`src/rtl/pipe_skid_stage_pkg.sv`:
```
// Shared definitions for the pipeline boundary stage: occupancy state and the
// enable type used for the flush input.
package pipe_skid_stage_pkg;

   typedef enum logic [1:0] {
      PS_EMPTY = 2'd0,
      PS_BUSY  = 2'd1,
      PS_FULL  = 2'd2
   } pipe_state_t;

   typedef enum logic {
      EN_OFF = 1'b0,
      EN_ON  = 1'b1
   } enable_t;

   // Number of held entries for a given state.
   function automatic logic [1:0] state_count(input pipe_state_t s);
      logic [1:0] c;
      c = 2'd0;
      case (s)
         PS_EMPTY: c = 2'd0;
         PS_BUSY:  c = 2'd1;
         PS_FULL:  c = 2'd2;
         default:  c = 2'd0;
      endcase
      return c;
   endfunction

endpackage

```
`src/rtl/pipe_skid_stage.sv`:
```
// Generic pipeline boundary register with a two-entry skid buffer. Every output
// is a decode of flops, so no combinational path crosses the stage.
module pipe_skid_stage
   import pipe_skid_stage_pkg::*;
#(
   parameter int unsigned       WIDTH       = 64,
   parameter logic [WIDTH-1:0]  FLUSH_VALUE = '0
) (
   input  logic              clk,
   input  logic              rst_n,
   input  enable_t           flush_c,
   input  logic              in_valid,
   output logic              in_ready,
   input  logic [WIDTH-1:0]  in_data,
   output logic              out_valid,
   input  logic              out_ready,
   output logic [WIDTH-1:0]  out_data,
   output logic [1:0]        count_o,
   output pipe_state_t       dbg_state
);

   // Handshake: a beat transfers on a rising edge where valid and ready are
   // both high; valid never waits on ready, and ready never depends on valid.
   pipe_state_t       state_q;
   logic [WIDTH-1:0]  main_q;
   logic [WIDTH-1:0]  skid_q;
   logic              in_fire;
   logic              out_fire;

   assign in_ready  = (state_q != PS_FULL);
   assign out_valid = (state_q != PS_EMPTY);
   assign out_data  = main_q;
   assign count_o   = state_count(state_q);
   assign dbg_state = state_q;

   assign in_fire   = in_valid & in_ready;
   assign out_fire  = out_valid & out_ready;

   always_ff @(posedge clk or negedge rst_n) begin
      if (!rst_n) begin
         state_q <= PS_EMPTY;
         main_q  <= FLUSH_VALUE;
         skid_q  <= FLUSH_VALUE;
      end else if (flush_c == EN_ON) begin
         // Flush wins over any fire this cycle; the input beat is dropped.
         state_q <= PS_EMPTY;
         main_q  <= FLUSH_VALUE;
         skid_q  <= FLUSH_VALUE;
      end else begin
         case (state_q)
            PS_EMPTY: begin
               if (in_fire) begin
                  main_q  <= in_data;
                  state_q <= PS_BUSY;
               end
            end
            PS_BUSY: begin
               if (in_fire && out_fire) begin
                  main_q <= in_data;
               end else if (in_fire) begin
                  skid_q  <= in_data;
                  state_q <= PS_FULL;
               end else if (out_fire) begin
                  // Vacated head is cleared so an empty stage shows FLUSH_VALUE.
                  main_q  <= FLUSH_VALUE;
                  state_q <= PS_EMPTY;
               end
            end
            PS_FULL: begin
               if (out_fire) begin
                  main_q  <= skid_q;
                  skid_q  <= FLUSH_VALUE;
                  state_q <= PS_BUSY;
               end
            end
            default: begin
               state_q <= PS_EMPTY;
               main_q  <= FLUSH_VALUE;
               skid_q  <= FLUSH_VALUE;
            end
         endcase
      end
   end

endmodule
```
`config.mk`:
```
export PLATFORM = sky130hd
export DESIGN_NAME = pipe_skid_stage
export DESIGN_NICKNAME = d
export VERILOG_FILES = /design/src/rtl/pipe_skid_stage_pkg.sv /design/src/rtl/pipe_skid_stage.sv
export SDC_FILE = /design/constraint.sdc
export NUM_CORES = 1
export LEC_CHECK = 0
export BUFFER_PORTS_ARGS = -buffer_cell sky130_fd_sc_hd__buf_2
export CORE_MARGIN = 2
export CORE_UTILIZATION = 25
export CTS_BUF_LIST = sky130_fd_sc_hd__clkbuf_8 sky130_fd_sc_hd__clkbuf_16
export CTS_CLUSTER_DIAMETER = 200
export DETAILED_ROUTE_END_ITERATION = 10
export PLACE_DENSITY = 0.41
export SLEW_MARGIN = 0
export SYNTH_ARGS = -nofsm -noshare
export SYNTH_HDL_FRONTEND = slang
export SYNTH_SLANG_ARGS = --single-unit
```
`constraint.sdc`:
```
create_clock -name clk -period 4.6 [get_ports clk]
set_input_delay 0.92 -clock clk [delete_from_list [all_inputs] [get_ports clk]]
set_output_delay 0.92 -clock clk [all_outputs]
set_load 0.03 [all_outputs]
```
* Yosys cells after proc, flatten, opt, wreduce, memory -nomap -nowiden
Index checks and enable logic that the tools add are counted.
** Cells by class
- Equal/unequal tests :: 11
- Reduce and logical (&&, ||, !) cells :: 6
- Muxes and demuxes :: 18
- Bitwise logic cells :: 2
** Operators with widths (number)
- 64-bit 2-to-1 mux :: 8
- 64-bit one-hot mux with 3 select lines :: 2
- 2-bit 2-to-1 mux :: 6
- 3-bit inequality test (second input constant) :: 4
- 4-bit inequality test (second input constant) :: 3
- 4-bit AND reduction :: 3
- 2-bit one-hot mux with 3 select lines :: 1
- 2-bit inequality test (second input constant) :: 2
- 2-bit one-hot mux with 2 select lines :: 1
- 1-bit bitwise AND :: 2
- 2-bit by 1-bit equality test with 1-bit output (second input constant) :: 1
- 2-bit equality test (second input constant) :: 1
- 2-bit zero test :: 1
- 2-bit nonzero test :: 1
- 1-bit logical AND :: 1
** Word-level totals
- Input bits :: 69
- Output and inout bits :: 70
- Flip-flop bits (word level) :: 130
- Word-level logic and storage cells :: 40

* Longest topological paths before layout
- Depth after elaboration :: 7
- Depth in mapped cells :: 7
- Mapped depth without buffers :: 4

* Worst setup path before layout
Ideal clock, no wire load.
- Kind :: input to register
- Start :: input flush_c
- End :: register main_q[0], in the netlist out_data[0]
- Cell stages on the path :: 4
- Arrival :: 1.917 ns
- Data required time :: 4.534 ns
- Setup time :: 0.066 ns
- Path buffers :: 2
- Slack :: 2.617 ns
- Cell sequence :: buf_2 > o31ai_4 > buf_6 > a22o_1
** Between the ends
- Cells in the longest elaborated chain, start to end :: 2
- Elaborated cells on any way between the ends :: 6
- Classes of those cells :: eq/ne (4); mux (1); reduce/logical (1)
** RTL lines
- from (decl) :: RTL line pipe_skid_stage.sv:11 : input enable_t flush_c,
- 4-bit inequality test (no line) or 3-bit inequality test (tied branches)
- 4-bit AND reduction (no line)
- to (signal assigned) :: RTL line pipe_skid_stage.sv:53 : main_q <= in_data;
- to (signal assigned) :: RTL line pipe_skid_stage.sv:59 : main_q <= in_data;
- to (signal assigned) :: RTL line pipe_skid_stage.sv:71 : main_q <= skid_q;
- to (decl) :: RTL line pipe_skid_stage.sv:25 : logic [WIDTH-1:0] main_q;
Parallel ways exist; a longest one is shown, timed or not.
A chain may end at the register's enable or synchronous reset.

* Worst setup path after layout
- Start :: register state_q[1], in the netlist dbg_state[1]
- End :: output dbg_state[1]
** RTL lines
- from (decl) :: RTL line pipe_skid_stage.sv:24 : pipe_state_t state_q;
- from (signal assigned) :: RTL line pipe_skid_stage.sv:41 : state_q <= PS_EMPTY;
- from (signal assigned) :: RTL line pipe_skid_stage.sv:46 : state_q <= PS_EMPTY;
- from (signal assigned) :: RTL line pipe_skid_stage.sv:54 : state_q <= PS_BUSY;
- to (decl) :: RTL line pipe_skid_stage.sv:19 : output pipe_state_t dbg_state
No word-level cell between the ends.

==> flow_summary.toml <==
[run_status]
outcome = "finished, final reports clean"

[route]
route.vias.total = 4817
final_antenna_net_count = 0
routed_wl_mm = 17.9
avgRoutedWirePerCell_um = 17.0
first_iter_violations = 226
vias_per_cell = 4.57
dr.pass1.iters = 4
drcViolationCount = 0

[synth]
syn_inst = 586
synth_area_per_cell_um2 = 11.4
seq_area_frac_synth_pct = 48.6
ys_types = 26
syn_area_mm2 = 0.00669
syn_nets = 655
synth-warning-count = 0
synth-seq-cells = 130

[critical_path]
path_max_fanout = 37
r2r_end = "skid_q[26]"
r2r_slack_ps = 1720
critical_path_class = "reg -> out"
critPathLaunchType = "flip-flop"
rr_startpoint = "dbg_state[0]"
reg2reg_depth = 5
crit_required_ps = 3680
worst_setup_path_end_kind = "primary output"
arrival_ps = 2230

[final_layout]
nNetsFinal = 773
area_growth_pct = 22.0
drive_above_1_share_pct = 26.8
stdcell_area_mm2 = 0.00816

[place]
port_buffers = 138
placed_area_mm2 = 0.00754
gp_congestion = 0.705
detailed_place_hpwl_mm = 11.6

[global_route]
grt_pass1_vias = 5218
antenna_found_initial = 2
grt_max_degree = 94
overflow = 0
grt_pass1_wl_mm = 29.7
gr-usage-all-layers_pct = 13.3

[clock_network]
clock_sinks = 130
cts_buffers = 17
cts_post_setup_buffers_inserted = 0
post_cts_resized = 0
path_clk_slew_ps = 60
cts_max_level = 4
cts_hold_buf = 0
clock-root-buffer = "clkbuf_16"
cts_tree = "yes"
clock_path_buffers = 2
clk-insertion-delay-late_ps = 410

[timing]
fin_tns_setup_ps = 0
worst_slew_margin_rel_pct = 26.9
skew_ps = 9.77
worst_pin_slew_ps = 1100
hold_violations = 0
fin_crit_sh_pct = 68.5
finalMaxSlewViolations = 0
rsz0062_at_grt = "no"
fin_crit_ps = 3150
fmax_ghz = 0.317
setup_viol = 0

[min_path]
hold_class = "reg -> reg"
hold_depth = 1
worstHoldStart = "out_data[35]"
holdPathEnd = "out_data[35]"

[power]
vdd_ir_drop_max_uv = 205
powerDensity_mw_per_mm2 = 394
total_leakage_power_nw = 3.72

[floorplanning]
num_rows = 59
core_area_mm2 = 0.0261
io_pins = 139
die_w_um = 168
die_h_um = 168
die-area_mm2 = 0.0281
start_util_pct = 25.6

[job]
drv_cap = 0
## per-stage QoR
stage               instances  utilization [%]  setup WS, ps  hold WS, ps  power (mW)
finish                   1053             31.2          1450          498        3.22
global route             1051             31.2          1300          510        3.37
CTS                      1051             31.2          1390          504        3.27
detailed placement       1020             28.9          1660          485        1.82
global placement         1020             28.9          1750          483        1.81
floorplan                 586                -          2620          497        1.64
## area by class of cell
type,count,area (um^2)
Clock inverter,12,159
Sequential cell,130,3260
Fill cell,2760,18000
Tap cell,335,419
Antenna cell,2,5.00
Timing Repair Buffer,147,777
Inverter,66,248
Multi-Input combinational cell,342,2840
Clock buffer,19,453
## logic make-up (layout without fill, tap and decap cells)
group           Yosys count  after routing  synth area share, %
compound gates          136            136                 18.0
other cells               0              2                    0
simple gates             77             77                 5.01
mux                     129            129                 19.3
flops                   130            130                 48.6
buf+inv                 114            244                 9.06
## flip-flops by register name, indices dropped and copies added (netlist names)
name	flops
dbg_state	2
skid_q	64
out_data	64
## placed cells by master (no fill, tap or decap), drive strengths merged, types with 2 or more instances in the layout
cell	n
bufinv	3
o2bb2ai	64
a22o	64
diode	2
buf	147
clkbuf	19
o21ai	3
inv	66
clkinv	4
mux2i	129
dfrtp	130
nor2	5
nor2b	4
a21oi	2
clkinvlp	5
nand2	65
## power by group
group          internal [mW]  switching, mW  leakage (nW)
clock                  0.880          0.546         0.283
combinational          0.182          0.329          1.67
sequential              1.22         0.0583          1.76
## worst max-delay path: stages, from the launching register on
cell     delay [ps]
dfrtp_4         830
buf_4           630
buf_2           320
## routing by layer
layer,share of wire [%],vias up,track usage [%]
li1,-,2314,-
met3,4.5,8,3.47
met5,0.073,-,0
met4,0.82,2,3.63
met1,46,2393,16.7
met2,48,100,22.8
## cells in the mapped netlist, drive strengths merged
library cell	number	share of area (%)
o22a	1	0.13
a22o	64	8.4
mux2i	129	19
nor2	5	0.56
o31ai	1	0.32
and2b	1	0.15
clkbuf	7	0.39
o21ai	3	0.34
inv	66	3.7
buf	41	5.0
a21oi	2	0.32
o21a	1	0.11
nand2	65	3.6
nor2b	4	0.49
and2	1	0.094
dfrtp	130	49
nor3	1	0.075
o2bb2ai	64	8.4
## worst max path at each step
stage	from	to	slack, ps	cells past startpoint
6_report	dbg_state[1]	dbg_state[1]	1450	2
5_1_grt	dbg_state[0]	dbg_state[0]	1300	2
4_1_cts	dbg_state[1]	dbg_state[1]	1390	2
3_5_place_dp	dbg_state[0]	skid_q[26]	1660	5
3_3_place_gp	dbg_state[0]	skid_q[13]	1750	5
2_1_floorplan	flush_c	out_data[0]	2620	4
Note: power is estimated with default switching activity, not from simulation.
